**config.mk**
```make
export PLATFORM = sky130hd
export DESIGN_NAME = axis_i2s_tx
export DESIGN_NICKNAME = d
export VERILOG_FILES = /design/src/rtl/axis_i2s_tx.sv
export SDC_FILE = /design/constraint.sdc
export NUM_CORES = 1
export LEC_CHECK = 0
export BUFFER_PORTS_ARGS = -buffer_cell sky130_fd_sc_hd__buf_4
export CAP_MARGIN = 30
export CORE_ASPECT_RATIO = 0.9
export CORE_MARGIN = 2
export CORE_UTILIZATION = 49
export CTS_CLUSTER_DIAMETER = 30
export DETAILED_ROUTE_END_ITERATION = 10
export GPL_TIMING_DRIVEN = 0
export PLACE_DENSITY = 0.69
export SYNTH_ARGS = -nofsm -noshare
export SYNTH_HDL_FRONTEND = slang
export SYNTH_SLANG_ARGS = --single-unit
export TNS_END_PERCENT = 30
```
**constraint.sdc**
```tcl
create_clock -name clk -period 3 [get_ports clk]
set_input_delay 0.15 -clock clk [delete_from_list [all_inputs] [get_ports clk]]
set_output_delay 0.15 -clock clk [all_outputs]
set_load 0.02 [all_outputs]
```
**src/rtl/axis_i2s_tx.sv**
```systemverilog
// AXI-Stream stereo packet to Philips-I2S serializer; a packet completed before a frame wrap plays in that frame.
// One packet buffered, ready held low until the next wrap; UNDERRUN_HOLD_EN repeats the last frame on underrun.
module axis_i2s_tx #(
  parameter int DATA_WIDTH    = 24,
  parameter int SCLK_DIV_LOG2 = 3
) (
  input  logic                  clk,
  input  logic                  resetn,
  input  logic [DATA_WIDTH-1:0] s_axis_data,
  input  logic                  s_axis_valid,
  output logic                  s_axis_ready,
  input  logic                  s_axis_last,
  output logic                  i2s_sclk,
  output logic                  i2s_lrck,
  output logic                  i2s_sdout,
  output logic                  underrun
);

  localparam int CW = SCLK_DIV_LOG2 + 6;

  logic [CW-1:0]         cnt_q, cnt_d;
  logic [DATA_WIDTH-1:0] buf_left_q, buf_left_d;
  logic [DATA_WIDTH-1:0] buf_right_q, buf_right_d;
  logic [DATA_WIDTH-1:0] tx_left_q, tx_left_d;
  logic [DATA_WIDTH-1:0] tx_right_q, tx_right_d;
  logic                  buf_full_q, buf_full_d;
  logic                  ready_q, ready_d;
  logic                  sclk_q, sclk_d;
  logic                  lrck_q, lrck_d;
  logic                  sdout_q, sdout_d;
  logic                  underrun_q, underrun_d;

  logic                  wrap;
  logic                  hs;
  logic [5:0]            k_d;
  logic [4:0]            p_d;
  logic [DATA_WIDTH-1:0] word_d;

  always_comb begin
    cnt_d       = cnt_q + 1'b1;
    wrap        = &cnt_q;
    hs          = s_axis_valid & ready_q;
    buf_left_d  = buf_left_q;
    buf_right_d = buf_right_q;
    tx_left_d   = tx_left_q;
    tx_right_d  = tx_right_q;
    buf_full_d  = buf_full_q;
    underrun_d  = 1'b0;

    if (hs && !s_axis_last) buf_left_d = s_axis_data;
    if (hs && s_axis_last)  buf_right_d = s_axis_data;

    if (wrap) begin
      if (buf_full_q) begin
        tx_left_d  = buf_left_q;
        tx_right_d = buf_right_q;
        buf_full_d = 1'b0;
      end else begin
        underrun_d = 1'b1;
`ifdef UNDERRUN_HOLD_EN
        tx_left_d  = tx_left_q;
        tx_right_d = tx_right_q;
`else
        tx_left_d  = '0;
        tx_right_d = '0;
`endif
      end
    end

    // A right word landing on the wrap edge is kept for the following frame.
    if (hs && s_axis_last) buf_full_d = 1'b1;
    ready_d = !buf_full_d;

    // Outputs track next-cnt so every registered pin moves on the same edge.
    k_d    = cnt_d[CW-1 -: 6];
    p_d    = k_d[4:0];
    sclk_d = cnt_d[SCLK_DIV_LOG2-1];
    lrck_d = k_d[5];
    word_d = k_d[5] ? tx_right_d : tx_left_d;
    sdout_d = 1'b0;
    for (int i = 1; i <= DATA_WIDTH; i++) begin
      if (int'(p_d) == i) sdout_d = word_d[DATA_WIDTH-i];
    end
  end

  always_ff @(posedge clk or negedge resetn) begin
    if (!resetn) begin
      cnt_q       <= '0;
      buf_left_q  <= '0;
      buf_right_q <= '0;
      tx_left_q   <= '0;
      tx_right_q  <= '0;
      buf_full_q  <= 1'b0;
      ready_q     <= 1'b0;
      sclk_q      <= 1'b0;
      lrck_q      <= 1'b0;
      sdout_q     <= 1'b0;
      underrun_q  <= 1'b0;
    end else begin
      cnt_q       <= cnt_d;
      buf_left_q  <= buf_left_d;
      buf_right_q <= buf_right_d;
      tx_left_q   <= tx_left_d;
      tx_right_q  <= tx_right_d;
      buf_full_q  <= buf_full_d;
      ready_q     <= ready_d;
      sclk_q      <= sclk_d;
      lrck_q      <= lrck_d;
      sdout_q     <= sdout_d;
      underrun_q  <= underrun_d;
    end
  end

  assign s_axis_ready = ready_q;
  assign i2s_sclk     = sclk_q;
  assign i2s_lrck     = lrck_q;
  assign i2s_sdout    = sdout_q;
  assign underrun     = underrun_q;

endmodule

```
---- Word level (Yosys, flattened, before mapping) ----
Index checks and enable logic that the tools add are counted.
storage, ports and cells
  memories ................................ 0
  memory bits (writable) .................. 0
  flip-flop bits (word level) ............. 111
  input bits .............................. 28
  bits in latches ......................... 0
  memory bits (read-only) ................. 0
  logic and storage cells ................. 75
operators by class
  div/mod/pow operators ................... 0
  reduce and logical (&&, ||, !) cells .... 5
  shifts and indexed selects .............. 0
  mux-type cells .......................... 33
  equal/unequal tests ..................... 24
  magnitude comparators ................... 0
  $add $sub $neg .......................... 1
  multipliers ............................. 0
  bitwise logic cells ..................... 1
operator list
  kind                                                 number
  two-way mux 24 bit                                   5
  equality test 5 bit, second input constant           16
  two-way mux 1 bit                                    28
  equality test 5 x 4 -> 1 bit, second input constant  5
  equality test 5 x 3 -> 1 bit, second input constant  2
  adder 9 x 1 -> 9 bit, second input constant          1
  AND reduction 9 bit                                  1
  equality test 5 x 2 -> 1 bit, second input constant  1
  logical AND 1 bit                                    2
  logical NOT 1 bit                                    2
  AND 1 bit                                            1

---- Logic depth before layout (Yosys ltp) ----
  depth in word-level cells ............... 27
  mapped depth ............................ 16
  mapped depth without buffers ............ 12

---- Least setup slack after synthesis ----
OpenSTA, ideal clock, no wires.
  kind .................................... reg-to-reg
  start ................................... register cnt_q[2]
  end ..................................... register sdout_q, in the netlist i2s_sdout
  path buffers ............................ 1
  library setup time ...................... 0.142 ns
  data required time ...................... 2.858 ns
  period minus slack after synthesis ...... 3.029 ns
  cell stages (with the launch flop) ...... 13
  arrival time ............................ 2.887 ns
  setup slack ............................. -0.029 ns
  cell sequence ........................... dfrtp_1 -> buf_2 -> nand3_1 -> nor2_1 -> and3_1 -> ha_1 -> inv_1 -> mux4_2 -> o211ai_1 -> a211oi_1 -> a211o_1 -> nor3_1 -> a211oi_2
on the way
  elaborated cells between the ends (all ways) .. 53
  classes of those cells .................. 1 x add/sub; 24 x eq/ne; 27 x mux; 1 x reduce/logical
RTL lines
  item                              RTL line  source
  start, declared                   21        logic [CW-1:0] cnt_q, cnt_d;
  start signal, assigned            100       cnt_q <= cnt_d;
  adder 9 x 1 -> 9 bit (*)          40        cnt_d = cnt_q + 1'b1;
  via cnt_d[8]                      21
  two-way mux 24 bit (*)            79        word_d = k_d[5] ? tx_right_d : tx_left_d;
  two-way mux 1 bit (23 in series)  82        if (int'(p_d) == i) sdout_d = word_d[DATA_WIDTH-i];
  two-way mux 1 bit (*)             82
  via sdout_d                       30        logic sdout_q, sdout_d;
  end signal, assigned              109       sdout_q <= sdout_d;
  end, declared                     30
The timed path passes the listed nets; every way through them passes the cells marked *.
A chain may end at the register's enable or synchronous reset.

---- Worst setup path in the final report ----
  start ................................... register cnt_q[1]
  end ..................................... register sdout_q, in the netlist i2s_sdout
on the way
  longest elaborated chain between the ends .. 27
  elaborated cells between the ends (all ways) .. 53
  classes of those cells .................. 1 x add/sub; 24 x eq/ne; 27 x mux; 1 x reduce/logical
RTL lines
  item                                                           RTL line
  branches (longest 26 deep; another with adder 9 x 1 -> 9 bit)  -
  two-way mux 1 bit (*)                                          82
  via sdout_d                                                    30
Mark *: on every way through the listed nets, which the timed path passes.

==> results.toml <==
[synth]
synth_area_leader_cell = "dfrtp_1"
synth_area_mm2 = 0.00508
avgSynthCellArea_um2 = 12.0
ys.flop_type = "dfrtp_1"
synth_seq_area_share_pct = 53.7
synth.most_common_cell = "dfrtp_1"
synthCells = 425
synth.net_count = 455
ys_ff_latch = 109
synthArstFlopShare_pct = 100
yosysTopAreaCellShare_pct = 53.7
yosysWarnings = 0
ys_types = 62
ys_top_cells_by_area = "dfrtp_1, mux2_2, a22o_1"
yosys-top-cells-count = "dfrtp_1, mux2_2, a22o_1"
synth-edff-count = 0

[route]
drc = 0
wl_per_cell_um = 21.8
routed_wl_um = 13400
drt_iter0_markers = 192
viasPerCell = 6.19
via_count = 3803
antenna_left = 0
drt-pass1-iter-count = 4

[grt]
grt_pass1_vias = 3916
grt_pass1_wl_um = 21700
antenna_found_initial = 0
grtUsageTotal_pct = 25.2
grt_max_degree = 68
grt_remaining_overflow = 0

[cts]
numCtsBuffers = 9
clock-sinks = 109
htree_num_levels = 3
cts_tree = "done"
cts_max_path_buffers = 2
cts_root_buf = "clkbuf_16"
clk_pin_slew_ns = 0.08
clock_latency_ns = 0.36

[placed_design]
finalWeightedCongestion = 0.884
numPortBuffers = 32
dp_cells = 587
dp_hpwl_um = 9240

[cells_and_area]
n_antenna_cell = 0
drive_above_1_share_pct = 35.1
fin_cells = 614
finalNetCount = 511
synthToLayoutAreaGrowth_pct = 21.2
final_util_pct = 60.6

[worst_setup_path]
r2r-start = "cnt_q[1]$_DFF_PN0_"
crit_path_max_fanout = 8
slowest_stage = "a211o_1"
path_delay_family = "compound AO/OA/AOI/OAI gates"
required_ns = 3.24
arrival_ns = 3.20
cp_num_cells = 10
reg2reg_to = "i2s_sdout$_DFF_PN0_"
worstSetupPathType = "flop to flop"
slowest_delay_ns = 0.45
critPathLaunch = "cnt_q[1]$_DFF_PN0_"
crit_path_end = "i2s_sdout$_DFF_PN0_"
start_kind = "flop"
reg2regPathDepth = 10
cp_cell_sequence = "ha_2 > buf_6 > buf_4 > a21o_1 > a211o_1 > a211o_2 > a311oi_4 > o22a_1 > o311ai_2 > a211oi_2"
crit_path_end_kind = "flop"
r2r_setup_slack_ns = 0.04
worstPathBufferInverterCount = 2

[power]
p_comb_share_pct = 2.4
net-switching-power_uw = 621
p_int_mw = 2.08
ir_drop_mv = 0.306
clockPowerShare_pct = 43.3
seqPwrFrac_pct = 54.3
p_per_area_mw_per_mm2 = 439
leakage_nw = 2.94
switching_share_pct = 23.0

[status]
outcome = "complete, no violations"

[job]
timing.max_cap.violations = 0

[worst_hold_path]
hp-class = "primary input to flop"

[sta]
maxSlewViolCount = 0
hold_viol = 0
setup_viol = 0
rsz0062_at_grt = "yes"
skew_ns = 0.0122
max_slew_margin_pct = 39.4
fin_crit_sh_pct = 98.5
fmax_mhz = 338
fin_crit_ns = 2.96
tightest_slew_ns = 0.909

[floorplan]
fp.dieW_um = 111
io_pins = 33
dieArea_mm2 = 0.0112
coreArea_mm2 = 0.0102
die_y_um = 101
initial_core_util_pct = 50.0
rows = 35
==> how the worst min path moves through the flow <==
| stage | start | endpoint | slack (ns) | depth (start not counted) |
|---|---|---|---|---|
| after floorplan | resetn | buf_full_q$_DFF_PN0_ | -0.15 | 0 |
| after global placement | s_axis_data[7] | buf_left_q[7]$_DFFE_PN0P_ | 0.39 | 2 |
| after detailed placement | resetn | buf_left_q[7]$_DFFE_PN0P_ | 0.19 | 1 |
| after CTS | s_axis_data[2] | buf_right_q[2]$_DFFE_PN0P_ | 0.03 | 2 |
| after global routing | s_axis_data[22] | buf_left_q[22]$_DFFE_PN0P_ | 0.02 | 2 |
| final | s_axis_data[2] | buf_right_q[2]$_DFFE_PN0P_ | 0.03 | 2 |
==> cell usage in the layout, fill, tap and decap left out, types with 3 or more instances in the layout <==
master     instances
a211oi_1           4
a21oi_1            8
a221o_1            6
a221oi_1           7
a221oi_2           6
a22o_1            35
a22oi_1            5
a22oi_2            3
a2bb2oi_1          3
and2_1             3
buf_2              3
buf_4             49
buf_6              8
clkbuf_1          10
clkbuf_16          9
clkbuf_4           3
dfrtp_1          108
inv_1             15
inv_6              4
mux2_2            50
nand2_1           19
nand2b_1           3
nand3_1           12
nor2_1             8
o211ai_1           9
o21ai_0            9
o31ai_1            3
xnor2_1            4
xor2_1             3
==> what timing repair did <==
action	CTS	global route
endpoints found under the setup margin	22	1
endpoints found under the hold margin	42	0
gates cloned	1	0
hold buffers	1	0
setup buffers	6	6
pin swaps	14	11
resized for setup	47	32
==> routing by layer <==
metal / up-vias / share of wire (%) / track usage, %
li1: 1728 / - / -
met1: 1962 / 48 / 36.2
met2: 92 / 47 / 40.1
met3: 21 / 3.7 / 4.45
met4: 0 / 1.9 / 7.22
met5: - / 0 / 0
==> logic make-up after synthesis <==
| group | after synthesis | share of synthesized area [%] |
|---|---|---|
| AOI/OAI and AO/OA | 132 | 21.0 |
| DFF | 109 | 53.7 |
| and+or+nand+nor | 71 | 7.34 |
| muxes | 53 | 11.9 |
| buffers and inverters | 50 | 4.26 |
| xor gates and xnor gates | 8 | 1.38 |
| adders and majority gates | 2 | 0.492 |
==> power by group through the flow <==
stage          Combinational (mW)  Clock [mW]  Sequential, mW
2_1_floorplan            0.000911           0            1.50
3_3_place_gp               0.0587           0            1.50
3_5_place_dp               0.0661           0            1.50
4_1_cts                    0.0672        1.18            1.47
5_1_grt                    0.0737        1.25            1.47
6_report                   0.0648        1.17            1.47
==> worst register-to-register path: stages (launching register included) <==
cell and delay (ns):
dfrtp_1 0.39, ha_2 0.19, buf_6 0.11, buf_4 0.17, a21o_1 0.22, a211o_1 0.45, a211o_2 0.41, a311oi_4 0.29
o22a_1 0.20, o311ai_2 0.10, a211oi_2 0.33
==> flip-flops by register name, summed over array words and instances (netlist names) <==
register      flops
tx_right_q       24
tx_left_q        24
buf_left_q       24
buf_full_q        1
i2s_sdout         1
buf_right_q      24
cnt_q             9
underrun          1
s_axis_ready      1
==> through the flow <==
| step | cell area (µm²) | setup slack (ns) | power (mW) | setup TNS (ns) | hold WS, ns |
|---|---|---|---|---|---|
| 6_report | 6160 | 0.0446 | 2.70 | 0 | 0.0257 |
| 5_1_grt | 6160 | -0.0675 | 2.79 | -0.0675 | 0.0221 |
| 4_1_cts | 6010 | 0.00637 | 2.72 | 0 | 0.0262 |
| 3_5_place_dp | 5510 | -0.691 | 1.56 | -5.66 | 0.192 |
| 3_3_place_gp | 5490 | -0.668 | 1.56 | -4.39 | 0.391 |
| 2_1_floorplan | 5080 | 0.0158 | 1.50 | 0 | -0.146 |
==> cell type report <==
cell class | instances | area [µm²]
multi-input cells | 266 | 2320
clock buffers | 9 | 225
plain buffers | 31 | 214
clock inverters | 6 | 67.6
well taps | 129 | 161
flip-flops and latches | 109 | 2730
fillers | 861 | 4000
repair buffers | 47 | 379
inverters | 17 | 66.3
(Power assumes the default switching activity.)
